<file path="src/rtl/tsu0_core.sv">
// tsu0 accumulator CPU core: fetch/exec sequencer over async ROM and handshaked RAM.
// Optional stack bounds checking is enabled by defining TSU0_STACK_CHECK_EN.
module tsu0_core #(
    parameter int ADDR_SIZE   = 12,
    parameter int WORD_SIZE   = 16,
    parameter int OPCODE_SIZE = 4,
    parameter int STACK_BASE  = 191,
    parameter int STACK_LIMIT = 254
) (
    input  logic                 sysclk,
    input  logic                 rst,
    output logic [ADDR_SIZE-1:0] rom_addr,
    input  logic [WORD_SIZE-1:0] rom_data,
    output logic [ADDR_SIZE-1:0] mem_addr,
    output logic [WORD_SIZE-1:0] mem_in,
    output logic                 mem_write,
    input  logic [WORD_SIZE-1:0] mem_out,
    input  logic                 mem_ready,
    output logic                 halted,
    output logic                 fault,
    output logic [1:0]           fault_code
);

    if (WORD_SIZE - OPCODE_SIZE != ADDR_SIZE) begin : g_size_err
        $error("tsu0_core: WORD_SIZE-OPCODE_SIZE must equal ADDR_SIZE");
    end
    if (STACK_LIMIT < STACK_BASE) begin : g_stack_err
        $error("tsu0_core: STACK_LIMIT below STACK_BASE");
    end

    typedef enum logic [1:0] {FETCH, EXEC, HALT, FAULT} state_t;

    localparam logic [OPCODE_SIZE-1:0] OP_LD   = OPCODE_SIZE'(0);
    localparam logic [OPCODE_SIZE-1:0] OP_ST   = OPCODE_SIZE'(1);
    localparam logic [OPCODE_SIZE-1:0] OP_ADD  = OPCODE_SIZE'(2);
    localparam logic [OPCODE_SIZE-1:0] OP_SUB  = OPCODE_SIZE'(3);
    localparam logic [OPCODE_SIZE-1:0] OP_JMP  = OPCODE_SIZE'(4);
    localparam logic [OPCODE_SIZE-1:0] OP_BPL  = OPCODE_SIZE'(5);
    localparam logic [OPCODE_SIZE-1:0] OP_BNZ  = OPCODE_SIZE'(6);
    localparam logic [OPCODE_SIZE-1:0] OP_HLT  = OPCODE_SIZE'(7);
    localparam logic [OPCODE_SIZE-1:0] OP_PUSH = OPCODE_SIZE'(8);
    localparam logic [OPCODE_SIZE-1:0] OP_POP  = OPCODE_SIZE'(9);
    localparam logic [OPCODE_SIZE-1:0] OP_AND  = OPCODE_SIZE'(10);
    localparam logic [OPCODE_SIZE-1:0] OP_OR   = OPCODE_SIZE'(11);
    localparam logic [ADDR_SIZE-1:0]   SP_RST  = ADDR_SIZE'(STACK_BASE);
    localparam logic [ADDR_SIZE-1:0]   A_ONE   = ADDR_SIZE'(1);

    state_t               r_state, w_state_n;
    logic [ADDR_SIZE-1:0] r_ip, w_ip_n;
    logic [ADDR_SIZE-1:0] r_sp, w_sp_n;
    logic [WORD_SIZE-1:0] r_acc, w_acc_n;
    logic [WORD_SIZE-1:0] r_ir, w_ir_n;
    logic [ADDR_SIZE-1:0] r_mem_addr, w_mem_addr_n;
    logic [WORD_SIZE-1:0] r_mem_in, w_mem_in_n;
    logic                 r_mem_write, w_mem_write_n;
    logic                 r_halted, w_halted_n;
    logic                 r_fault, w_fault_n;
    logic [1:0]           r_fault_code, w_fault_code_n;

    logic [OPCODE_SIZE-1:0] w_op;
    logic [OPCODE_SIZE-1:0] w_fop;
    logic [ADDR_SIZE-1:0]   w_s;
    logic                   w_full;
    logic                   w_empty;

    assign w_op  = r_ir[WORD_SIZE-1 -: OPCODE_SIZE];
    assign w_fop = rom_data[WORD_SIZE-1 -: OPCODE_SIZE];
    assign w_s   = r_ir[ADDR_SIZE-1:0];

`ifdef TSU0_STACK_CHECK_EN
    localparam logic [ADDR_SIZE-1:0] SP_FULL = ADDR_SIZE'(STACK_LIMIT + 1);
    assign w_full  = (r_sp == SP_FULL);
    assign w_empty = (r_sp == SP_RST);
`else
    assign w_full  = 1'b0;
    assign w_empty = 1'b0;
`endif

    always_ff @(posedge sysclk) begin
        if (rst) begin
            r_state      <= FETCH;
            r_ip         <= '0;
            r_sp         <= SP_RST;
            r_acc        <= '0;
            r_ir         <= '0;
            r_mem_addr   <= '0;
            r_mem_in     <= '0;
            r_mem_write  <= 1'b0;
            r_halted     <= 1'b0;
            r_fault      <= 1'b0;
            r_fault_code <= 2'd0;
        end else begin
            r_state      <= w_state_n;
            r_ip         <= w_ip_n;
            r_sp         <= w_sp_n;
            r_acc        <= w_acc_n;
            r_ir         <= w_ir_n;
            r_mem_addr   <= w_mem_addr_n;
            r_mem_in     <= w_mem_in_n;
            r_mem_write  <= w_mem_write_n;
            r_halted     <= w_halted_n;
            r_fault      <= w_fault_n;
            r_fault_code <= w_fault_code_n;
        end
    end

    always_comb begin
        w_state_n      = r_state;
        w_ip_n         = r_ip;
        w_sp_n         = r_sp;
        w_acc_n        = r_acc;
        w_ir_n         = r_ir;
        w_mem_addr_n   = r_mem_addr;
        w_mem_in_n     = r_mem_in;
        w_mem_write_n  = r_mem_write;
        w_halted_n     = r_halted;
        w_fault_n      = r_fault;
        w_fault_code_n = r_fault_code;
        case (r_state)
            FETCH: begin
                // Write ops launch their strobe here so it is live on EXEC entry.
                w_ir_n        = rom_data;
                w_ip_n        = r_ip + A_ONE;
                w_mem_addr_n  = rom_data[ADDR_SIZE-1:0];
                w_mem_write_n = 1'b0;
                w_state_n     = EXEC;
                if (w_fop == OP_POP) begin
                    w_mem_addr_n = r_sp - A_ONE;
                end else if (w_fop == OP_ST) begin
                    w_mem_in_n    = r_acc;
                    w_mem_write_n = 1'b1;
                end else if (w_fop == OP_PUSH) begin
                    w_mem_addr_n  = r_sp;
                    w_mem_in_n    = r_acc;
                    w_mem_write_n = !w_full;
                end
            end
            EXEC: begin
                case (w_op)
                    OP_LD, OP_ADD, OP_SUB, OP_AND, OP_OR: begin
                        if (mem_ready) begin
                            w_state_n = FETCH;
                            case (w_op)
                                OP_ADD:  w_acc_n = r_acc + mem_out;
                                OP_SUB:  w_acc_n = r_acc - mem_out;
                                OP_AND:  w_acc_n = r_acc & mem_out;
                                OP_OR:   w_acc_n = r_acc | mem_out;
                                default: w_acc_n = mem_out;
                            endcase
                        end
                    end
                    OP_POP: begin
                        if (w_empty) begin
                            w_fault_n      = 1'b1;
                            w_fault_code_n = 2'd3;
                            w_state_n      = FAULT;
                        end else if (mem_ready) begin
                            w_acc_n   = mem_out;
                            w_sp_n    = r_sp - A_ONE;
                            w_state_n = FETCH;
                        end
                    end
                    OP_ST: begin
                        if (mem_ready) begin
                            w_mem_write_n = 1'b0;
                            w_state_n     = FETCH;
                        end
                    end
                    OP_PUSH: begin
                        if (w_full) begin
                            w_fault_n      = 1'b1;
                            w_fault_code_n = 2'd2;
                            w_state_n      = FAULT;
                        end else if (mem_ready) begin
                            w_mem_write_n = 1'b0;
                            w_sp_n        = r_sp + A_ONE;
                            w_state_n     = FETCH;
                        end
                    end
                    OP_JMP: begin
                        w_ip_n    = w_s;
                        w_state_n = FETCH;
                    end
                    OP_BPL: begin
                        if (!r_acc[WORD_SIZE-1]) w_ip_n = w_s;
                        w_state_n = FETCH;
                    end
                    OP_BNZ: begin
                        if (r_acc != '0) w_ip_n = w_s;
                        w_state_n = FETCH;
                    end
                    OP_HLT: begin
                        w_halted_n = 1'b1;
                        w_state_n  = HALT;
                    end
                    default: begin
                        w_fault_n      = 1'b1;
                        w_fault_code_n = 2'd1;
                        w_state_n      = FAULT;
                    end
                endcase
            end
            HALT, FAULT: begin
                w_mem_write_n = 1'b0;
            end
            default: w_state_n = FETCH;
        endcase
    end

    assign rom_addr   = r_ip;
    assign mem_addr   = r_mem_addr;
    assign mem_in     = r_mem_in;
    assign mem_write  = r_mem_write;
    assign halted     = r_halted;
    assign fault      = r_fault;
    assign fault_code = r_fault_code;

endmodule

</file>
<file path="config.mk">
export PLATFORM = sky130hd
export DESIGN_NAME = tsu0_core
export DESIGN_NICKNAME = d
export VERILOG_FILES = /design/src/rtl/tsu0_core.sv
export SDC_FILE = /design/constraint.sdc
export NUM_CORES = 1
export LEC_CHECK = 0
export CAP_MARGIN = 20
export CORE_MARGIN = 3
export CORE_UTILIZATION = 35
export DETAILED_ROUTE_END_ITERATION = 16
export PLACE_DENSITY_LB_ADDON = 0.25
export SYNTH_ARGS = -nofsm -noshare
export SYNTH_HDL_FRONTEND = slang
export SYNTH_SLANG_ARGS = --single-unit
</file>
<file path="constraint.sdc">
create_clock -name sysclk -period 5.29 [get_ports sysclk]
set_input_delay 1.058 -clock sysclk [delete_from_list [all_inputs] [get_ports sysclk]]
set_output_delay 1.058 -clock sysclk [all_outputs]
set_load 0.02 [all_outputs]
</file>
; After elaboration in Yosys (flattened, before gate mapping)
; Cells that the tools add are included.
[totals]
reg_bits = 89
inputBits = 35
output_inout_bits = 45
elab_cells = 91
[op_classes]
addsub = 5
eq_ne = 26
n_mux = 25
n_bitwise = 4
reduce_logical = 21
[ops]
columns = op, count
row1 = $mux W12, 7
row2 = $mux W16, 4
row3 = $pmux W16 S4, 1
row4 = $pmux W12 S2, 2
row5 = $pmux W12 S3, 1
row6 = $pmux W16 S2, 1
row7 = $add A12 B1 Y12 const B, 2
row8 = $eq A4 B4 Y1 const B, 6
row9 = $add A16 B16 Y16, 1
row10 = $and A16 B16 Y16, 1
row11 = $eq A4 B3 Y1 const B, 4
row12 = $or A16 B16 Y16, 1
row13 = $reduce_bool A16 Y1, 1
row14 = $sub A16 B16 Y16, 1
row15 = $reduce_and A4 Y1, 3
row16 = $reduce_or A12 Y1, 1
row17 = $sub A12 B1 Y12 const B, 1
row18 = $ne A2 B2 Y1 const B, 5
row19 = $ne A3 B3 Y1 const B, 3
row20 = $eq A4 B1 Y1 const B, 2
row21 = $eq A4 B2 Y1 const B, 2
row22 = $reduce_and A2 Y1, 4
row23 = $reduce_bool A2 Y1, 4
row24 = $reduce_or A8 Y1, 1
row25 = 15 further kinds, 22

; Logic depth before layout (Yosys ltp)
[depth]
depth_word = 5
depth_mapped = 15
depth_no_buf = 14

; Worst setup path after synthesis
; Ideal clock, no wire load.
[synth_timing]
kind = input -> register
start = input port mem_out[5]
end = register r_acc[15]
setup_ns = 0.130
arrival_ns = 3.583
required_ns = 5.160
setup_slack_ns = 1.577
cell_stages = 14
path_cell_list = nor3_1 nand3b_1 or2_1 o41ai_2 nand2_1 xnor2_1 ha_1 clkbuf_1 a21o_1 a21o_1 a221oi_1 o21ai_0 xnor2_1 o22ai_1
[synth_between]
elab_chain_cells = 4
elab_cells_between_ends = 5
classes_between = add/sub: 2 / mux: 3
[synth_lines]
columns = item, line
row1 = start: declaration, 17  ; input logic [WORD_SIZE-1:0] mem_out,
row2 = $sub A16 B16 Y16 / $add A16 B16 Y16 (equally long branches), "145, 144"
row3 = $pmux W16 S4 *, 143  ; case (w_op)
row4 = $mux W16 *, 141  ; if (mem_ready) begin
row5 = $pmux W16 S2 *, 139  ; case (w_op)
row6 = end signal: assignment, 96  ; r_acc <= w_acc_n;
row7 = end: declaration, 51  ; logic [WORD_SIZE-1:0] r_acc, w_acc_n;
; Mark *: on every way between the ends. The rest lies on a longest branch, timed or not. The select of a mux whose other input is x is not followed.
; A chain may end at the register's enable or synchronous reset.

; Worst setup path in the final report
[layout_timing]
start = input port mem_out[4]
end = register r_acc[15]
; Same word-level chain as after synthesis.

==> results by group <==
Timing
  – Slew HR: 37.3%
  – Final hold violation count: 0
  – RSZ-0062 raised after global routing: no
  – Max Slew Vio Count: 0
  – Final WS setup: 1070 ps
  – Setup TNS: 0 ps
  – Final min period: 4220 ps
  – Setup-failing EPs final: 0
  – Fmax: 237 MHz
  – Post-route clock period utilization: 79.8%
  – Worst Hold Slack: 455 ps
  – Measured slew at the worst slew-check pin: 938 ps
  – Skew final: 6.58 ps

CTS
  – Gates resized, CTS repair: 0
  – TritonCTS clock tree: yes
  – Hold Buf Count CTS: 0
  – Clk slew on worst S/H paths: 70 ps
  – Clk buf depth: 2
  – Post-CTS Setup Bufs: 0
  – CTS Buf Count: 9
  – H-tree depth: 3
  – Num Clock Sinks: 89
  – Clk_lat worst skew: 350 ps
  – CTS Root Buffer Type: clkbuf_16

Logic synthesis
  – Synth Warn #: 0
  – Post-synth EDFFs: 0
  – Netlist cell types: 74
  – Post-Syn Instances: 747
  – Flops & latches, synth: 89
  – Synthesized area: 5720 um2
  – Post-synth ARST share: 0%
  – Seq/Total Area, Yosys: 31.1%
  – Syn_area_per_cell: 7.66 um2
  – Post-Syn Nets: 804
  – Synth Flop Type: dfxtp_1

Die
  – Std-Cell Rows: 46
  – Die W: 134 um
  – I/O Pins: 80
  – Starting Density: 35.9%
  – Full die area: 17900 um2
  – Die Ht: 134 um
  – Core area: 15900 um2

Power and ir drop
  – Pwr dens: 271 nW/um2
  – Worst VDD drop: 0.183 mV
  – Leak Pwr: 2.59 nW

Worst setup path
  – Setup crit end kind: register
  – Maximum fanout along the worst path: 9
  – CP Buf/Inv Count: 1
  – WP data arrival: 4430 ps
  – Slowest cell on the critical path: clkdlybuf4s50_1
  – Startpoint types: input port
  – Top delay family on crit path: compound AO/OA/AOI/OAI gates
  – Critical Path RT: 5500 ps
  – Crit-path max cell delay: 490 ps
  – Crit path cell chain: clkdlybuf4s50_1, nor3_1, nand3b_1, or2_1, o41ai_2, nand2_1, xnor2_1, ha_1, a21o_1, a21o_1, a221oi_1, o21ai_0, xnor2_1, o22ai_1
  – WS Path Type: input port to register

Global routing
  – Global-route wire length before repair: 26.7 mm
  – Gr usage total: 18.4%
  – Largest net degree at the start of global routing: 76
  – Peak-usage layer in the global routing report: met2
  – Vias in the first global route: 4948
  – M1 GR Usage: 26.7%
  – Overflow after GRT: 0
  – Initial antenna violation count: 0
  – Grt met2 use: 27.6%
  – Met3 Use GR: 3.56%

Place
  – Port bufs: 78
  – Area after DPL: 6550 um2
  – Final Wtd Congestion: 0.910
  – Inst Count DP: 997
  – Detailed Place HPWL: 11.9 mm
  – Dpl ws: 760 ps

Finish
  – Area grow syn2layout: 20.1%
  – Non-filler instance count after layout: 1013
  – Fin nets: 849
  – Post-route cell area: 6870 um2
  – Diode count: 0
  – Filler cells: 1635
  – Share of cells above drive strength 1: 4.89%

Detailed routing
  – DRC: 0
  – Via/cell ratio: 5.37
  – Initial drt markers: 468
  – Drt wl/cell: 16.3 um
  – Post-DRT Antenna Nets: 0
  – Final WL: 16.5 mm
  – DRT Pass-1 Iters: 5
  – Vias: 5444

Hold path
  – Worst hold-check path type: register to register

Status
  – Status: finished clean

Job
  – Maxcap violations: 0
## final cells by class
class | count | area (um2) | share of cell area (%)
Timing Repair Buffer | 86 | 836 | 12.2
Clock inverter | 7 | 101 | 1.47
Tap cell | 216 | 270 | 3.93
Multi-Input combinational cell | 593 | 3610 | 52.5
Sequential cell | 89 | 1780 | 25.9
Inverter | 13 | 48.8 | 0.710
Clock buffer | 9 | 225 | 3.28
## report_power, final
part	internal [mW]	switching [mW]
logic	0.168	0.233
clock network	0.420	0.295
registers	0.705	0.0416
total	1.29	0.569
## routing by layer
| layer | share of wire [%] | up-vias |
|---|---|---|
| li1 | - | 2759 |
| met1 | 49 | 2539 |
| met2 | 45 | 129 |
| met3 | 4.7 | 17 |
| met4 | 1.8 | 0 |
| met5 | 0 | - |
## placed cells by master, fill, tap and decap left out, drive strengths merged, types with 10 or more instances in the layout
cell type / instances
nor2: 94
inv: 16
xnor2: 32
clkdlybuf4s50: 77
nand2: 104
mux2i: 17
a211oi: 10
a21oi: 74
dfxtp: 89
xor2: 15
ha: 21
o21ai: 33
nand3: 18
nor3: 15
a21o: 11
nor4: 12
## synthesized netlist by cell type, types with 3 or more instances
| cell | number | area, um2 |
|---|---|---|
| a211oi_1 | 9 | 67.6 |
| a21o_1 | 11 | 82.6 |
| a21oi_1 | 74 | 370 |
| a221oi_1 | 5 | 43.8 |
| a22o_1 | 5 | 43.8 |
| a22oi_1 | 8 | 60.1 |
| a311oi_1 | 3 | 26.3 |
| a31oi_1 | 7 | 43.8 |
| and2_1 | 4 | 25.0 |
| and3_1 | 6 | 37.5 |
| and4_1 | 3 | 26.3 |
| buf_2 | 4 | 20.0 |
| buf_6 | 3 | 33.8 |
| clkbuf_1 | 37 | 139 |
| clkbuf_8 | 5 | 68.8 |
| dfxtp_1 | 89 | 1780 |
| ha_1 | 21 | 263 |
| inv_1 | 13 | 48.8 |
| mux2i_1 | 17 | 170 |
| nand2_1 | 104 | 390 |
| nand2b_1 | 7 | 43.8 |
| nand3_1 | 18 | 90.1 |
| nand4_1 | 6 | 37.5 |
| nor2_1 | 94 | 353 |
| nor2b_1 | 4 | 25.0 |
| nor3_1 | 14 | 70.1 |
| nor3b_1 | 3 | 22.5 |
| nor4_1 | 12 | 75.1 |
| o211ai_1 | 8 | 60.1 |
| o21a_1 | 6 | 45.0 |
| o21ai_0 | 30 | 150 |
| o21ai_1 | 3 | 15.0 |
| o22ai_1 | 8 | 50.1 |
| or3_1 | 8 | 50.1 |
| xnor2_1 | 32 | 280 |
| xor2_1 | 15 | 131 |
## sequential cells by signal, indices dropped and copies added (netlist names)
| register | flops |
|---|---|
| halted | 1 |
| r_ir | 16 |
| mem_addr | 12 |
| r_state | 2 |
| r_sp | 12 |
| fault_code | 1 |
| mem_write | 1 |
| mem_in | 16 |
| r_acc | 16 |
| rom_addr | 12 |
## stage by stage
stage,power (mW),util [%]
final,1.86,43.1
after global routing,1.96,43.1
after CTS,1.88,43.1
after detailed placement,1.16,41.1
after global placement,1.16,41.1
after floorplan,1.03,-
## cell families after synthesis
family | share of synthesized area, %
xor gates and xnor gates | 7.19
adders and majority gates | 5.29
muxes | 2.97
other | 0.0655
buffers and inverters | 5.75
and+or+nand+nor | 24.7
AOI/OAI and AO/OA | 22.9
DFF | 31.1
## worst reg2reg max path: stages (launching register included)
cell and delay, ps:
dfxtp_1 650, nand2_1 180, or3_1 510, o41ai_2 160
nand2_1 120, xnor2_1 150, ha_1 400, a21o_1 230
a21o_1 180, a221oi_1 280, o21ai_0 160, xnor2_1 180
o22ai_1 100
## worst paths after layout
path,depth (start not counted),start,endpoint,slack [ps]
worst max-delay path,14,mem_out[4],r_acc[15],1070
worst min-delay path,2,r_ir[11],r_ir[11],450
worst max register to register,12,r_ir[13],r_acc[15],1870
worst min register to register,2,r_ir[11],r_ir[11],450
No activity file was read; power rests on OpenSTA's default activity.
